**src/rtl/state_sequencer.sv**
```systemverilog
// Table-driven Moore sequencer: walks NUM_STATES run states, each held for dwell+1 cycles,
// with one-shot/loop operation, hold and stop. out is decoded from state; out_val is registered.
module state_sequencer #(
   parameter  int                          NUM_STATES = 4,
   parameter  int                          OUT_W      = 2,
   parameter  int                          VAL_W      = 3,
   parameter  int                          CNT_W      = 8,
   parameter  logic [NUM_STATES*OUT_W-1:0] OUT_TABLE  = 8'h2D,
   parameter  logic [NUM_STATES*VAL_W-1:0] VAL_TABLE  = 12'h3A2,
   parameter  logic [OUT_W-1:0]            IDLE_OUT   = {OUT_W{1'b0}},
   parameter  logic [VAL_W-1:0]            IDLE_VAL   = {VAL_W{1'b0}},
   localparam int                          IDX_W      = (NUM_STATES > 2) ? $clog2(NUM_STATES) : 1
) (
   input  logic             clk,
   input  logic             rst,
   input  logic             start,
   input  logic             stop,
   input  logic             hold,
   input  logic             loop_en,
   input  logic [CNT_W-1:0] dwell,
   output logic             active,
   output logic [IDX_W-1:0] cur_state,
   output logic [OUT_W-1:0] out,
   output logic [VAL_W-1:0] out_val,
   output logic             step,
   output logic             done
);

   typedef enum logic {
      PH_IDLE = 1'b0,
      PH_RUN  = 1'b1
   } phase_t;

   localparam logic [IDX_W-1:0] IDX_ZERO = {IDX_W{1'b0}};
   localparam logic [IDX_W-1:0] IDX_ONE  = {{(IDX_W-1){1'b0}}, 1'b1};
   localparam logic [IDX_W-1:0] IDX_LAST = IDX_W'(NUM_STATES - 1);
   localparam logic [CNT_W-1:0] CNT_ZERO = {CNT_W{1'b0}};
   localparam logic [CNT_W-1:0] CNT_ONE  = {{(CNT_W-1){1'b0}}, 1'b1};

   phase_t           phase_r;
   logic [IDX_W-1:0] idx_r;
   logic [CNT_W-1:0] cnt_r;
   logic [VAL_W-1:0] out_val_r;
   logic             step_r;
   logic             done_r;
   logic [OUT_W-1:0] out_s;

   function automatic logic [OUT_W-1:0] out_code(input logic [IDX_W-1:0] idx);
      return OUT_TABLE[int'(idx)*OUT_W +: OUT_W];
   endfunction

   function automatic logic [VAL_W-1:0] val_code(input logic [IDX_W-1:0] idx);
      return VAL_TABLE[int'(idx)*VAL_W +: VAL_W];
   endfunction

   // Sequencer state, dwell counter and registered outputs; priority stop > hold > advance.
   always_ff @(posedge clk or negedge rst) begin
      if (!rst) begin
         phase_r   <= PH_IDLE;
         idx_r     <= IDX_ZERO;
         cnt_r     <= CNT_ZERO;
         out_val_r <= IDLE_VAL;
         step_r    <= 1'b0;
         done_r    <= 1'b0;
      end else begin
         step_r    <= 1'b0;
         done_r    <= 1'b0;
         out_val_r <= (phase_r == PH_RUN) ? val_code(idx_r) : IDLE_VAL;
         case (phase_r)
            PH_IDLE: begin
               idx_r <= IDX_ZERO;
               if (start && !stop) begin
                  phase_r <= PH_RUN;
                  cnt_r   <= dwell;
               end else begin
                  cnt_r   <= CNT_ZERO;
               end
            end
            PH_RUN: begin
               if (stop) begin
                  phase_r <= PH_IDLE;
                  idx_r   <= IDX_ZERO;
                  cnt_r   <= CNT_ZERO;
               end else if (hold) begin
                  cnt_r   <= cnt_r;
               end else if (cnt_r != CNT_ZERO) begin
                  cnt_r   <= cnt_r - CNT_ONE;
               end else if (idx_r != IDX_LAST) begin
                  idx_r   <= idx_r + IDX_ONE;
                  cnt_r   <= dwell;
                  step_r  <= 1'b1;
               end else if (loop_en) begin
                  idx_r   <= IDX_ZERO;
                  cnt_r   <= dwell;
                  step_r  <= 1'b1;
               end else begin
                  phase_r <= PH_IDLE;
                  idx_r   <= IDX_ZERO;
                  done_r  <= 1'b1;
               end
            end
            default: begin
               phase_r <= PH_IDLE;
               idx_r   <= IDX_ZERO;
               cnt_r   <= CNT_ZERO;
            end
         endcase
      end
   end

   // Output code is a pure decode of the registered state.
   always_comb begin
      out_s = IDLE_OUT;
      if (phase_r == PH_RUN) begin
         out_s = out_code(idx_r);
      end else begin
         out_s = IDLE_OUT;
      end
   end

   assign active    = (phase_r == PH_RUN);
   assign cur_state = idx_r;
   assign out       = out_s;
   assign out_val   = out_val_r;
   assign step      = step_r;
   assign done      = done_r;

endmodule
```
**config.mk**
```make
export PLATFORM = sky130hd
export DESIGN_NAME = state_sequencer
export DESIGN_NICKNAME = d
export VERILOG_FILES = /design/src/rtl/state_sequencer.sv
export SDC_FILE = /design/constraint.sdc
export NUM_CORES = 1
export LEC_CHECK = 0
export CAP_MARGIN = 30
export CORE_MARGIN = 2
export CORE_UTILIZATION = 43
export DETAILED_ROUTE_END_ITERATION = 12
export PLACE_DENSITY_LB_ADDON = 0.2
export SLEW_MARGIN = 20
export SYNTH_ARGS = -nofsm -noshare
export SYNTH_HDL_FRONTEND = slang
export SYNTH_SLANG_ARGS = --single-unit
```
**constraint.sdc**
```tcl
create_clock -name clk -period 1.8 [get_ports clk]
set_input_delay 0.27 -clock clk [delete_from_list [all_inputs] [get_ports clk]]
set_output_delay 0.27 -clock clk [all_outputs]
set_load 0.005 [all_outputs]
```
==> results.txt <==
----------------------------------------------------
[Cells and area]
  Most common cell after layout, fill and taps aside ... sky130_fd_sc_hd__clkdlybuf4s50_1
  Fill cells ... 196
  Commonest cells after routing, fill and taps aside ... 22 x sky130_fd_sc_hd__clkdlybuf4s50_1, 17 x sky130_fd_sc_hd__buf_4, 16 x sky130_fd_sc_hd__dfrtp_1, 8 x sky130_fd_sc_hd__nor3_1
  Area of the multi-input gates ... 576 um2
  Share of post-route cells with drive strength above 1 ... 25.5%
  Area of all sequential standard cells ... 400 um2
  Cell Count, Final, Fillers Out ... 169
  Layout Utilization ... 65.3%
  Final nets ... 160
  Number of antenna repair diodes ... 0
  Layout-stage area growth over the synthesis result ... 47.2%

[STA]
  Least setup slack across all paths after layout ... -0.0488 ns
  Max frequency ... 541 MHz
  Worst-case headroom to the max-slew limit ... 69.8%
  Fin crit period ... 1.85 ns
  RSZ-0062 raised after global routing ... yes
  Total negative slack for setup checks ... -0.101 ns
  Number of max-slew violations in the final report ... 0
  Transition time at the pin with the least slew margin ... 0.453 ns
  Skew final ... 0.00501 ns
  Final Hold Vio Count ... 0
  Final cycle utilization of the critical path ... 103%
  Number of setup violations in the final report ... 5

[Placed design]
  Count of input and output buffers ... 23
  Final estimated routing congestion in global placement ... 0.880
  Number of placed instances with taps included ... 162
  Hpwl dp ... 1.85 mm

[Clock tree]
  Number of sinks driven by the clock tree ... 16
  Inserted Clock Buffers ... 3
  Cell at the root of the clock tree ... sky130_fd_sc_hd__clkbuf_4
  Post-CTS Hold Buffers ... 0
  Clock insertion delay at the later pin of the skew report ... 0.29 ns
  Longest Clk Path Bufs ... 2
  Clk pin slew, worst setup/hold paths ... 0.10 ns
  Maximum level of the CTS H-tree ... 1
  TritonCTS clock tree ... yes

[Route]
  Post-detailed-route wirelength per cell ... 15.1 um
  Detailed-route vias per instance ... 5.80
  Number of design-rule violations left by the first detailed-router iteration ... 19
  Via count ... 980
  Routed length on met3 ... 185 um
  WL met2 ... 1.28 mm
  Count of nets left with antenna violations after detail routing ... 0
  Remaining DRCs ... 0
  Post-detailed-routing wire length ... 2.54 mm
  Highest metal layer used by the detailed router ... met4
  First-pass detailed-route iteration total ... 4
  Met1 layer wirelength in the final routing ... 1.04 mm

[Floorplanning]
  Number of placement rows ... 17
  Effective utilization at floorplan ... 44.3%
  Width of the chip ... 51.3 um
  Die outline area ... 2630 um2
  Area of the placeable core ... 2170 um2
  Total I/O pin count ... 24
  Vertical die dimension ... 51.3 um

[GRT]
  Antenna violations before repair ... 0
  Maximum number of pins on one net before global-route repair ... 17
  Via count of the first global-routing pass ... 892
  Wire length of the first global-routing pass ... 4.13 mm
  Overall global routing resource usage ... 21.2%
  Leftover overflow at the end of global routing ... 0

[Yosys]
  Largest area contributor in the netlist ... sky130_fd_sc_hd__dfrtp_1
  Async set-reset flop share out of synthesis ... 100%
  Ranking of synthesized cells by area ... sky130_fd_sc_hd__dfrtp_1 42%, sky130_fd_sc_hd__nor3_1 4.2%, sky130_fd_sc_hd__ha_1 3.9%
  Library cells used by synthesis ... 36
  Area of the mapped netlist ... 962 um2
  Total of warnings raised by yosys ... 0
  Yosys top cell area share ... 41.6%
  Most instantiated flip-flop cell in the synthesis netlist ... sky130_fd_sc_hd__dfrtp_1
  Seq/Total Area, Yosys ... 41.6%
  Synthesized instance count ... 100
  Post-synth EDFFs ... 0
  Avg Cell Area, Syn ... 9.62 um2
  Net count after synthesis ... 117
  Synthesized flop and latch total ... 16

[Critical path]
  CP max stage cell ... sky130_fd_sc_hd__or4b_4
  Ordered list of cells on the worst path ... inv_2 -> ha_4 -> or4b_4 -> o31ai_4 -> buf_6 -> o2bb2ai_2 -> mux2_4
  Critical path arrival ... 2.08 ns
  Endpoint kind of the worst setup timing path ... register
  Largest fanout on the critical path ... 6
  Origin of the critical flop-to-flop path ... cnt_r[0]$_DFFE_PN0P_
  Reg-to-reg endpoint ... cnt_r[1]$_DFFE_PN0P_
  Max incr delay on CP ... 0.52 ns
  Worst reg-to-reg setup slack ... -0.05 ns
  Crit path max-delay family ... simple AND/OR/NAND/NOR gates
  Critical Path Source Type ... register
  Startpoint-to-endpoint class of the critical path ... register to register
  Number of buffer and inverter instances along the worst setup path ... 2
  Worst R2R Path Depth ... 7
  Required time of the critical path ... 2.03 ns

[Hold path]
  Hold crit path type ... input pin to async pin

[Power and ir drop]
  Leakage power total ... 0.585 nW
  VDD IR max ... 676 uV
  PwrDens ... 813 nW/um2

[Flow run]
  Max-cap violation count ... 0

[Outcome]
  Outcome ... finished with violations
  Failing checks ... setup timing

----------------------------------------------------
==> kinds of logic after synthesis <==
family          synth area share [%]
simple gates                    25.5
compound gates                  21.6
buf+inv                         2.86
flops                           41.6
fa+ha+maj                       3.90
mux                             3.64
xor+xnor                       0.910
==> per-layer routing <==
| layer | vias to the layer above | GRT usage [%] |
|---|---|---|
| li1 | 462 | - |
| met1 | 467 | 27.9 |
| met2 | 45 | 34.6 |
| met3 | 6 | 3.22 |
| met4 | 0 | 9.21 |
| met5 | - | 0 |
==> flip-flops by register name, indices dropped and copies added, names as in the netlist <==
signal and flops:
cur_state 2, done 1, cnt_r 8, step 1, active 1, out_val 3
==> synth_stat cells, types with 3 or more instances <==
master	n
sky130_fd_sc_hd__dfrtp_1	16
sky130_fd_sc_hd__inv_1	4
sky130_fd_sc_hd__nor2b_1	5
sky130_fd_sc_hd__ha_1	3
sky130_fd_sc_hd__a21oi_1	3
sky130_fd_sc_hd__nor3_1	8
sky130_fd_sc_hd__nor4_1	3
sky130_fd_sc_hd__a31oi_1	5
sky130_fd_sc_hd__o21ai_0	4
sky130_fd_sc_hd__and2_1	3
sky130_fd_sc_hd__nand2_1	5
sky130_fd_sc_hd__a32oi_1	3
sky130_fd_sc_hd__nor2_1	5
sky130_fd_sc_hd__nand2b_1	4
sky130_fd_sc_hd__o22ai_1	3
==> worst max path at each step <==
stage,from,to,slack [ns],depth (start not counted)
after detailed placement,cnt_r[1]$_DFFE_PN0P_,cnt_r[1]$_DFFE_PN0P_,-0.008,6
final,cnt_r[0]$_DFFE_PN0P_,cnt_r[1]$_DFFE_PN0P_,-0.05,7
after global placement,cnt_r[1]$_DFFE_PN0P_,cnt_r[1]$_DFFE_PN0P_,0.02,6
after CTS,cnt_r[0]$_DFFE_PN0P_,cnt_r[1]$_DFFE_PN0P_,-0.02,6
after floorplan,cnt_r[0]$_DFFE_PN0P_,cnt_r[1]$_DFFE_PN0P_,-0.04,7
after global routing,cnt_r[0]$_DFFE_PN0P_,cnt_r[1]$_DFFE_PN0P_,-0.12,7
==> repair_timing <==
| item | 4_1_cts | 5_1_grt |
|---|---|---|
| endpoints found under the setup margin | 6 | 9 |
| pin swaps | 4 | 4 |
| resized for setup | 2 | 6 |
| gates cloned | 0 | 0 |
| setup buffers | 2 | 2 |
==> area by class of cell <==
| cell class | count | area share [%] |
|---|---|---|
| Multi-Input combinational cell | 77 | 40.6 |
| Sequential cell | 16 | 28.3 |
| Timing Repair Buffer | 41 | 26.0 |
| Tap cell | 28 | 2.47 |
| Clock buffer | 3 | 1.59 |
| Inverter | 4 | 1.06 |
==> per-stage QoR <==
| stage | power [mW] | hold slack [ns] | worst slack, ns | area [um2] |
|---|---|---|---|---|
| 4_1_cts | 1.12 | 0.303 | -0.0249 | 1380 |
| 6_report | 1.15 | 0.299 | -0.0488 | 1420 |
| 3_3_place_gp | 0.913 | 0.497 | 0.0180 | 1350 |
| 2_1_floorplan | 0.751 | -0.0256 | -0.0355 | 995 |
| 5_1_grt | 1.21 | 0.316 | -0.125 | 1420 |
| 3_5_place_dp | 0.919 | 0.498 | -0.00837 | 1350 |
==> where the power goes <==
group	internal [mW]	leakage (nW)	switching [mW]
Clock	0.0778	0.0138	0.114
Sequential	0.397	0.215	0.0382
Combinational	0.258	0.356	0.266
Total	0.733	0.585	0.419
No activity file was read; power rests on OpenSTA's default activity.
